<file path="config.mk">
export PLATFORM = sky130hd
export DESIGN_NAME = seq_restoring_divider
export DESIGN_NICKNAME = d
export VERILOG_FILES = /design/src/rtl/seq_restoring_divider.sv
export SDC_FILE = /design/constraint.sdc
export NUM_CORES = 1
export LEC_CHECK = 0
export CAP_MARGIN = 5
export CORE_UTILIZATION = 40
export CTS_CLUSTER_SIZE = 24
export DETAILED_ROUTE_END_ITERATION = 12
export GPL_TIMING_DRIVEN = 0
export MAX_ROUTING_LAYER = met4
export PLACE_DENSITY_LB_ADDON = 0.2
export SLEW_MARGIN = 20
export SYNTH_ARGS = -nofsm -noshare
export SYNTH_HDL_FRONTEND = slang
export SYNTH_SLANG_ARGS = --single-unit
</file>
<file path="constraint.sdc">
create_clock -name clk -period 3.06 [get_ports clk]
set_input_delay 0.918 -clock clk [delete_from_list [all_inputs] [get_ports clk]]
set_output_delay 0.918 -clock clk [all_outputs]
set_load 0.005 [all_outputs]
</file>
<file path="src/rtl/seq_restoring_divider.sv">
// Multi-cycle unsigned restoring divider: one quotient bit per clock via trial subtraction.
// Start/busy/done handshake; results and div_by_zero hold until the next division completes.
//
// state  | meaning
// -------+-----------------------------------------------------------------
// S_IDLE | waiting for start; results from the last division are held
// S_RUN  | one shift/trial-subtract iteration per cycle, cnt counts down
// S_DONE | single-cycle done pulse; start here is accepted as in S_IDLE
module seq_restoring_divider #(
   parameter int WIDTH = 8
) (
   input  logic             clk,
   input  logic             rst,
   input  logic             start,
   input  logic [WIDTH-1:0] dividend,
   input  logic [WIDTH-1:0] divisor,
   output logic             busy,
   output logic             done,
   output logic [WIDTH-1:0] quotient,
   output logic [WIDTH-1:0] remainder,
   output logic             div_by_zero
);

   localparam int CW = $clog2(WIDTH + 1);

   typedef enum logic [1:0] {
      S_IDLE = 2'd0,
      S_RUN  = 2'd1,
      S_DONE = 2'd2
   } state_t;

   state_t           state;
   state_t           state_nxt;

   logic [WIDTH-1:0] prem;
   logic [WIDTH-1:0] qreg;
   logic [WIDTH-1:0] dvsr;
   logic [CW-1:0]    cnt;

   logic             accept;
   logic             dvsr_zero;
   logic             cnt_last;

   logic [WIDTH:0]   prem_shift;
   logic [WIDTH:0]   trial;
   logic             no_borrow;
   logic [WIDTH-1:0] prem_nxt;
   logic [WIDTH-1:0] qreg_nxt;

   assign accept    = start && (state != S_RUN);
   assign dvsr_zero = (divisor == '0);
   assign cnt_last  = (cnt == CW'(1));

   // The kept partial remainder is always below the divisor, so its top bit is
   // zero between iterations; only the shifted value needs the extra bit.
   always_comb begin
      prem_shift = {prem, qreg[WIDTH-1]};
      trial      = prem_shift - {1'b0, dvsr};
      no_borrow  = ~trial[WIDTH];
      prem_nxt   = no_borrow ? trial[WIDTH-1:0] : prem_shift[WIDTH-1:0];
      qreg_nxt   = {qreg[WIDTH-2:0], no_borrow};
   end

   always_ff @(posedge clk) begin
      if (rst) begin
         state <= S_IDLE;
      end else begin
         state <= state_nxt;
      end
   end

   always_comb begin
      state_nxt = state;
      case (state)
         S_IDLE, S_DONE: begin
            if (start) begin
               state_nxt = dvsr_zero ? S_DONE : S_RUN;
            end else begin
               state_nxt = S_IDLE;
            end
         end
         S_RUN: begin
            if (cnt_last) begin
               state_nxt = S_DONE;
            end
         end
         default: state_nxt = S_IDLE;
      endcase
   end

   always_ff @(posedge clk) begin
      if (rst) begin
         prem <= '0;
         qreg <= '0;
         dvsr <= '0;
         cnt  <= '0;
      end else if (accept && !dvsr_zero) begin
         prem <= '0;
         qreg <= dividend;
         dvsr <= divisor;
         cnt  <= CW'(WIDTH);
      end else if (state == S_RUN) begin
         prem <= prem_nxt;
         qreg <= qreg_nxt;
         cnt  <= cnt - CW'(1);
      end
   end

   // Result registers move only when S_DONE is entered.
   always_ff @(posedge clk) begin
      if (rst) begin
         quotient    <= '0;
         remainder   <= '0;
         div_by_zero <= 1'b0;
      end else if (accept && dvsr_zero) begin
         quotient    <= '1;
         remainder   <= dividend;
         div_by_zero <= 1'b1;
      end else if (state == S_RUN && cnt_last) begin
         quotient    <= qreg_nxt;
         remainder   <= prem_nxt;
         div_by_zero <= 1'b0;
      end
   end

   assign busy = (state == S_RUN);
   assign done = (state == S_DONE);

endmodule

</file>
## After elaboration in Yosys (flattened, before gate mapping)

Index checks and enable logic that the tools add are counted.

- Register bits after elaboration: 47
- Input bits: 19
- Output and inout port bits: 19
- Logic and storage cells: 43

- Add/sub/neg operators: 2
- Equal/unequal tests: 5
- Multiplexer cells: 15
- Bitwise operators: 1
- Reduce and logical (&&, ||, !) cells: 11

Operator list:

| operator | number |
|---|---|
| $mux 8 | 7 |
| $sub 9x8->9 | 1 |
| $logic_not 8->1 | 1 |
| $mux 4 | 2 |
| $mux 2 | 3 |
| $eq 4x1->1 const B | 1 |
| $logic_and 1x1->1 | 4 |
| $ne 2x1->1 const B | 2 |
| $pmux 2 s2 | 1 |
| $reduce_bool 2->1 | 2 |
| $reduce_or 2->1 | 2 |
| $sub 4x1->4 const B | 1 |
| $eq 2x1->1 const B | 1 |
| $eq 2x2->1 const B | 1 |
| $logic_not 2->1 | 1 |
| $mux 1 | 2 |
| $logic_not 1->1 | 1 |
| $not 1->1 | 1 |

## Logic depth before layout (Yosys ltp)

- Word-level depth: 4
- Gate-level depth with buffers: 10
- Gate-level depth less buffers: 9

## Worst setup path after synthesis

Ideal clock, no wire load.

- Path kind: flip-flop to flip-flop
- From: register qreg[7]
- To: register prem[1]
- Setup time: 0.062 ns
- Data arrival time: 2.326 ns
- Required time: 2.998 ns
- Setup slack: 0.672 ns
- Stages on the path, launching flop included: 11
- Buffers on the path: 1
- Clock period less this slack: 2.388 ns
- Path through: dfxtp_1 inv_1 ha_1 fa_1 nand2b_1 a21oi_2 o22ai_2 or2_4 buf_6 or4_1 nand3_1

- Cells in the longest elaborated chain, start to end: 2

Ends and longest elaborated chain:

| what | line | RTL |
|---|---|---|
| start, declared | 36 | `logic [WIDTH-1:0] qreg;` |
| start signal, assigned | 99 | `qreg <= dividend;` |
| start signal, assigned | 104 | `qreg <= qreg_nxt;` |
| $sub 9x8->9 | 58 | `trial = prem_shift - {1'b0, dvsr};` |
| $mux 8 | 60 | `prem_nxt = no_borrow ? trial[WIDTH-1:0] : prem_shift[WIDTH-1:0];` |
| end signal, assigned | 103 | `prem <= prem_nxt;` |
| end, declared | 35 | `logic [WIDTH-1:0] prem;` |

Every way passes these cells.
A chain may end at the register's enable or synchronous reset.

## Final worst setup path

- From: register state[1]
- To: output busy

- Cells in the longest elaborated chain, start to end: 1

Ends and longest elaborated chain:

| what | line | RTL |
|---|---|---|
| start, declared | 32 | `state_t state;` |
| start signal, assigned | 68 | `state <= state_nxt;` |
| $eq 2x1->1 | 126 | `assign busy = (state == S_RUN);` |
| end, declared | 17 | `output logic busy,` |

Every way passes these cells.

==> metrics.md <==
| Metric | Value |
|---|---|
| Crit share post-route | 0.9396 |
| Dominant cells by area after synthesis | dfxtp_1 (39%), a21oi_1 (6.9%), ha_1 (5.2%) |
| Worst Setup Slack post-DPL | -0.2991 ns |
| CTS tree | built |
| Post-synth EDFFs | 0 |
| Number of cells on the worst hold path | 2 |
| Post-synthesis to final-layout area growth | 23.36% |
| Required time of the critical path | 2.14 ns |
| Run status | complete, no violations |
| Vias after detailed routing | 2297 |
| Count of synthesis-stage warnings from yosys | 0 |
| Maximum clock rate | 347.8 MHz |
| Hold Path Class | flip-flop to flip-flop |
| Antenna violations before repair | 0 |
| Post-DR wirelength/cell | 15.59 um |
| Max-slew headroom at the worst pin | 0.6327 |
| Share of synthesized area spent on multiplexers | 0.008325 |
| Fin worst setup slack | 0.1849 ns |
| First-pass DRT Iterations | 4 |
| R2R Path Start | qreg[7] |
| Async SR Flop Fraction | 0 |
| Synth area leader | dfxtp_1 |
| Destination of the worst register-to-register timing path | prem[1] |
| Main combinational cell family by area after synthesis | simple AND/OR/NAND/NOR gates |
| Remaining antenna violation count | 0 |
| Most used DFF post-synth | dfxtp_1 |
| GRT overflow | 0 |
| Buffers inserted by post-CTS timing repair | 0 |
| Area of the die | 6326 sq um |
| Multi-input gate area | 1356 sq um |
| Proportion of layout cells with a drive suffix above 1 | 0.08284 |
| Antenna diodes | 0 |
| Synth Area in Adders | 0.06035 |
| Critical Path End Type | output pin |
| Maximum resistive drop on vdd | 0.2888 mV |
| Area fraction in compound gates after synthesis | 0.2185 |
| Number of max-capacitance violations reported | 0 |
| Fraction of synthesized cell area taken by the top area cell type | 0.3913 |
| Buffer type at the clock tree root | clkbuf_8 |
| Hold Crit Endpoint | dvsr[6] |
| Number of failing setup endpoints in the final timing report | 0 |
| Insertion delay to the later sink of the worst-skew pair | 0.30 ns |
| Final count of pins violating max slew | 0 |
| Static leakage | 1.110 nW |
| Average instance area after synthesis | 8.152 sq um |
| Starting DRT DRC Count | 146 |
| Library cells used by synthesis | 49 |
| Final Total Pwr | 1.460 mW |
| Count of buffers from port buffering | 36 |
| Hold Startpoint | dvsr[6] |
| Synthesized area | 2405 sq um |
| RD Place Congestion | 0.8095 |
| Core box area | 5642 sq um |
| Most instantiated library cell after synthesis | dfxtp_1 |
| Xor/xnor cell area share of the yosys netlist | 0.01457 |
| Flop-to-flop setup slack | 0.36 ns |
| Slew at the pin with the worst max-slew slack | 0.5510 ns |
| Share of the yosys chip area belonging to registers | 0.3913 |
| Area fraction in and, or, nand and nor cells after synthesis | 0.2534 |
| Max Fanout on Critical Path | 10 |
| Inserted Clock Buffers | 5 |
| Number of levels in the clock H-tree | 2 |
| Register-to-Register Path Depth | 10 |
| Hold Fails Final Rpt | 0 |
| Global-route wire length before repair | 10700 um |
| Fill cell count | 558 |
| Overall track demand over capacity in global routing | 0.2266 |
| Vias in the first global route | 2198 |
| Post-synth top cells | dfxtp_1 (47), a21oi_1 (33), nor2_1 (27) |
| Vias per Instance | 5.602 |
| HPWL Detailed | 4773 um |
| Drt total wl | 6391 um |
| Fraction of power consumed by sequential logic | 0.460 |
| Switching pwr | 0.4681 mW |
| DRC | 0 |
| Clock slew seen by the registers of the worst setup and hold paths | 0.08 ns |
| Effective utilization at floorplan | 0.4263 |
| Worst clock skew | 0.006604 ns |
| Category of the critical setup timing path | flip-flop to output pin |
| Storage cell area | 940.9 sq um |
| Number of buffers on the longest clock path | 2 |
| Number of sinks driven by the clock tree | 47 |
| Post-synthesis sequential element count | 47 |
| Clock network power share | 0.265 |
| CP Launch Type | flip-flop |
| Syn nets | 325 |
| Fin crit period | 2.875 ns |
| Vertical die dimension | 79.54 um |
| # IOs | 38 |
| Maximum number of pins on one net before global-route repair | 14 |
| Data arrival time of the critical path | 1.96 ns |
| Gate count of the mapped netlist | 295 |
| Logic pwr share | 0.275 |
| Sw Ratio | 0.3206 |
| Power density relative to cell area | 492.0 nW/um^2 |
| Final worst hold slack | 0.4612 ns |
| Internal Pwr Total | 0.9917 mW |
| Setup repair after global routing missed its margin | false |
| Row cnt | 27 |
| Final layout net count | 368 |
| Overall die width | 79.54 um |
==> power groups by stage <==
stage                     Clock, mW  Combinational (mW)  Sequential, mW
after CTS                     0.395               0.398           0.671
after global placement            0               0.391           0.684
final                         0.387               0.401           0.671
after global routing          0.419               0.446           0.675
after floorplan                   0               0.284           0.677
after detailed placement          0               0.395           0.685
==> logic make-up (layout without fill, tap and decap cells) <==
family,count (synthesis),after routing
XOR/XNOR,4,4
flip-flops,47,47
multiplexers,2,2
AO/OA/AOI/OAI,79,79
buffers and inverters,31,74
AND/OR/NAND/NOR,121,121
adder cells (fa/ha/maj),11,11
==> cell type report <==
class                      instances  share of cell area
buffer                            18             0.02784
clock buffer                       6             0.02784
clock inverter                     1            0.001687
inverter                          13             0.01645
multi-input combinational        217              0.4572
sequential                        47              0.3172
tap                               72             0.03037
timing repair buffer              36              0.1215
==> through the flow <==
step	cells	util	instance area [sq um]	TNS (ns)
after floorplan	295	-	2405	0
after global placement	403	0.5061	2855	-5.698
after detailed placement	403	0.5061	2855	-6.699
after CTS	410	0.5221	2945	0
after global routing	410	0.5258	2967	0
final	410	0.5258	2967	0
==> worst max-delay path by stage <==
| stage | end | startpoint | slack, ns |
|---|---|---|---|
| after floorplan | qreg[3] | divisor[0] | 0.67 |
| after global placement | qreg[4] | divisor[3] | -0.29 |
| after detailed placement | qreg[4] | divisor[3] | -0.30 |
| after CTS | qreg[5] | divisor[3] | 0.003 |
| after global routing | qreg[6] | divisor[0] | 0.09 |
| final | busy | state[1] | 0.18 |
==> metal layers <==
| metal | global-route usage | vias to the layer above | wire (um) | part of all wire |
|---|---|---|---|---|
| li1 | - | 1153 | - | - |
| met1 | 0.3088 | 1079 | 3164 | 0.50 |
| met2 | 0.3368 | 55 | 2811 | 0.44 |
| met3 | 0.03886 | 10 | 325 | 0.051 |
| met4 | 0.07818 | 0 | 90 | 0.014 |
| met5 | - | - | 0 | 0 |
==> registers in the layout (all words and copies together), names as in the netlist <==
signal       cells
dvsr             8
qreg             8
div_by_zero      1
remainder        8
state            2
quotient         8
cnt              4
prem             8
==> layout by cell type, fill, tap and decap left out, types with 7 or more instances in the layout <==
master,n
inv_1,12
clkbuf_1,13
ha_1,10
a21oi_1,33
nand3_1,9
nor2_1,27
nor3_1,20
and3_1,7
clkdlybuf4s50_1,36
dfxtp_1,47
nand2_1,26
a22oi_1,8
==> repair_timing <==
item                                    4_1_cts  5_1_grt
endpoints found under the setup margin        1       38
resized for setup                             2        3
hold buffers                                  0        0
==> critical path, cell delays in order, from the launching register on <==
cell and delay (ns):
dfxtp_1 0.31, nand2b_1 0.18, inv_2 0.09, clkbuf_2 0.23, buf_2 0.29, clkdlybuf4s50_1 0.54
Power figures use the tool's default switching activity.
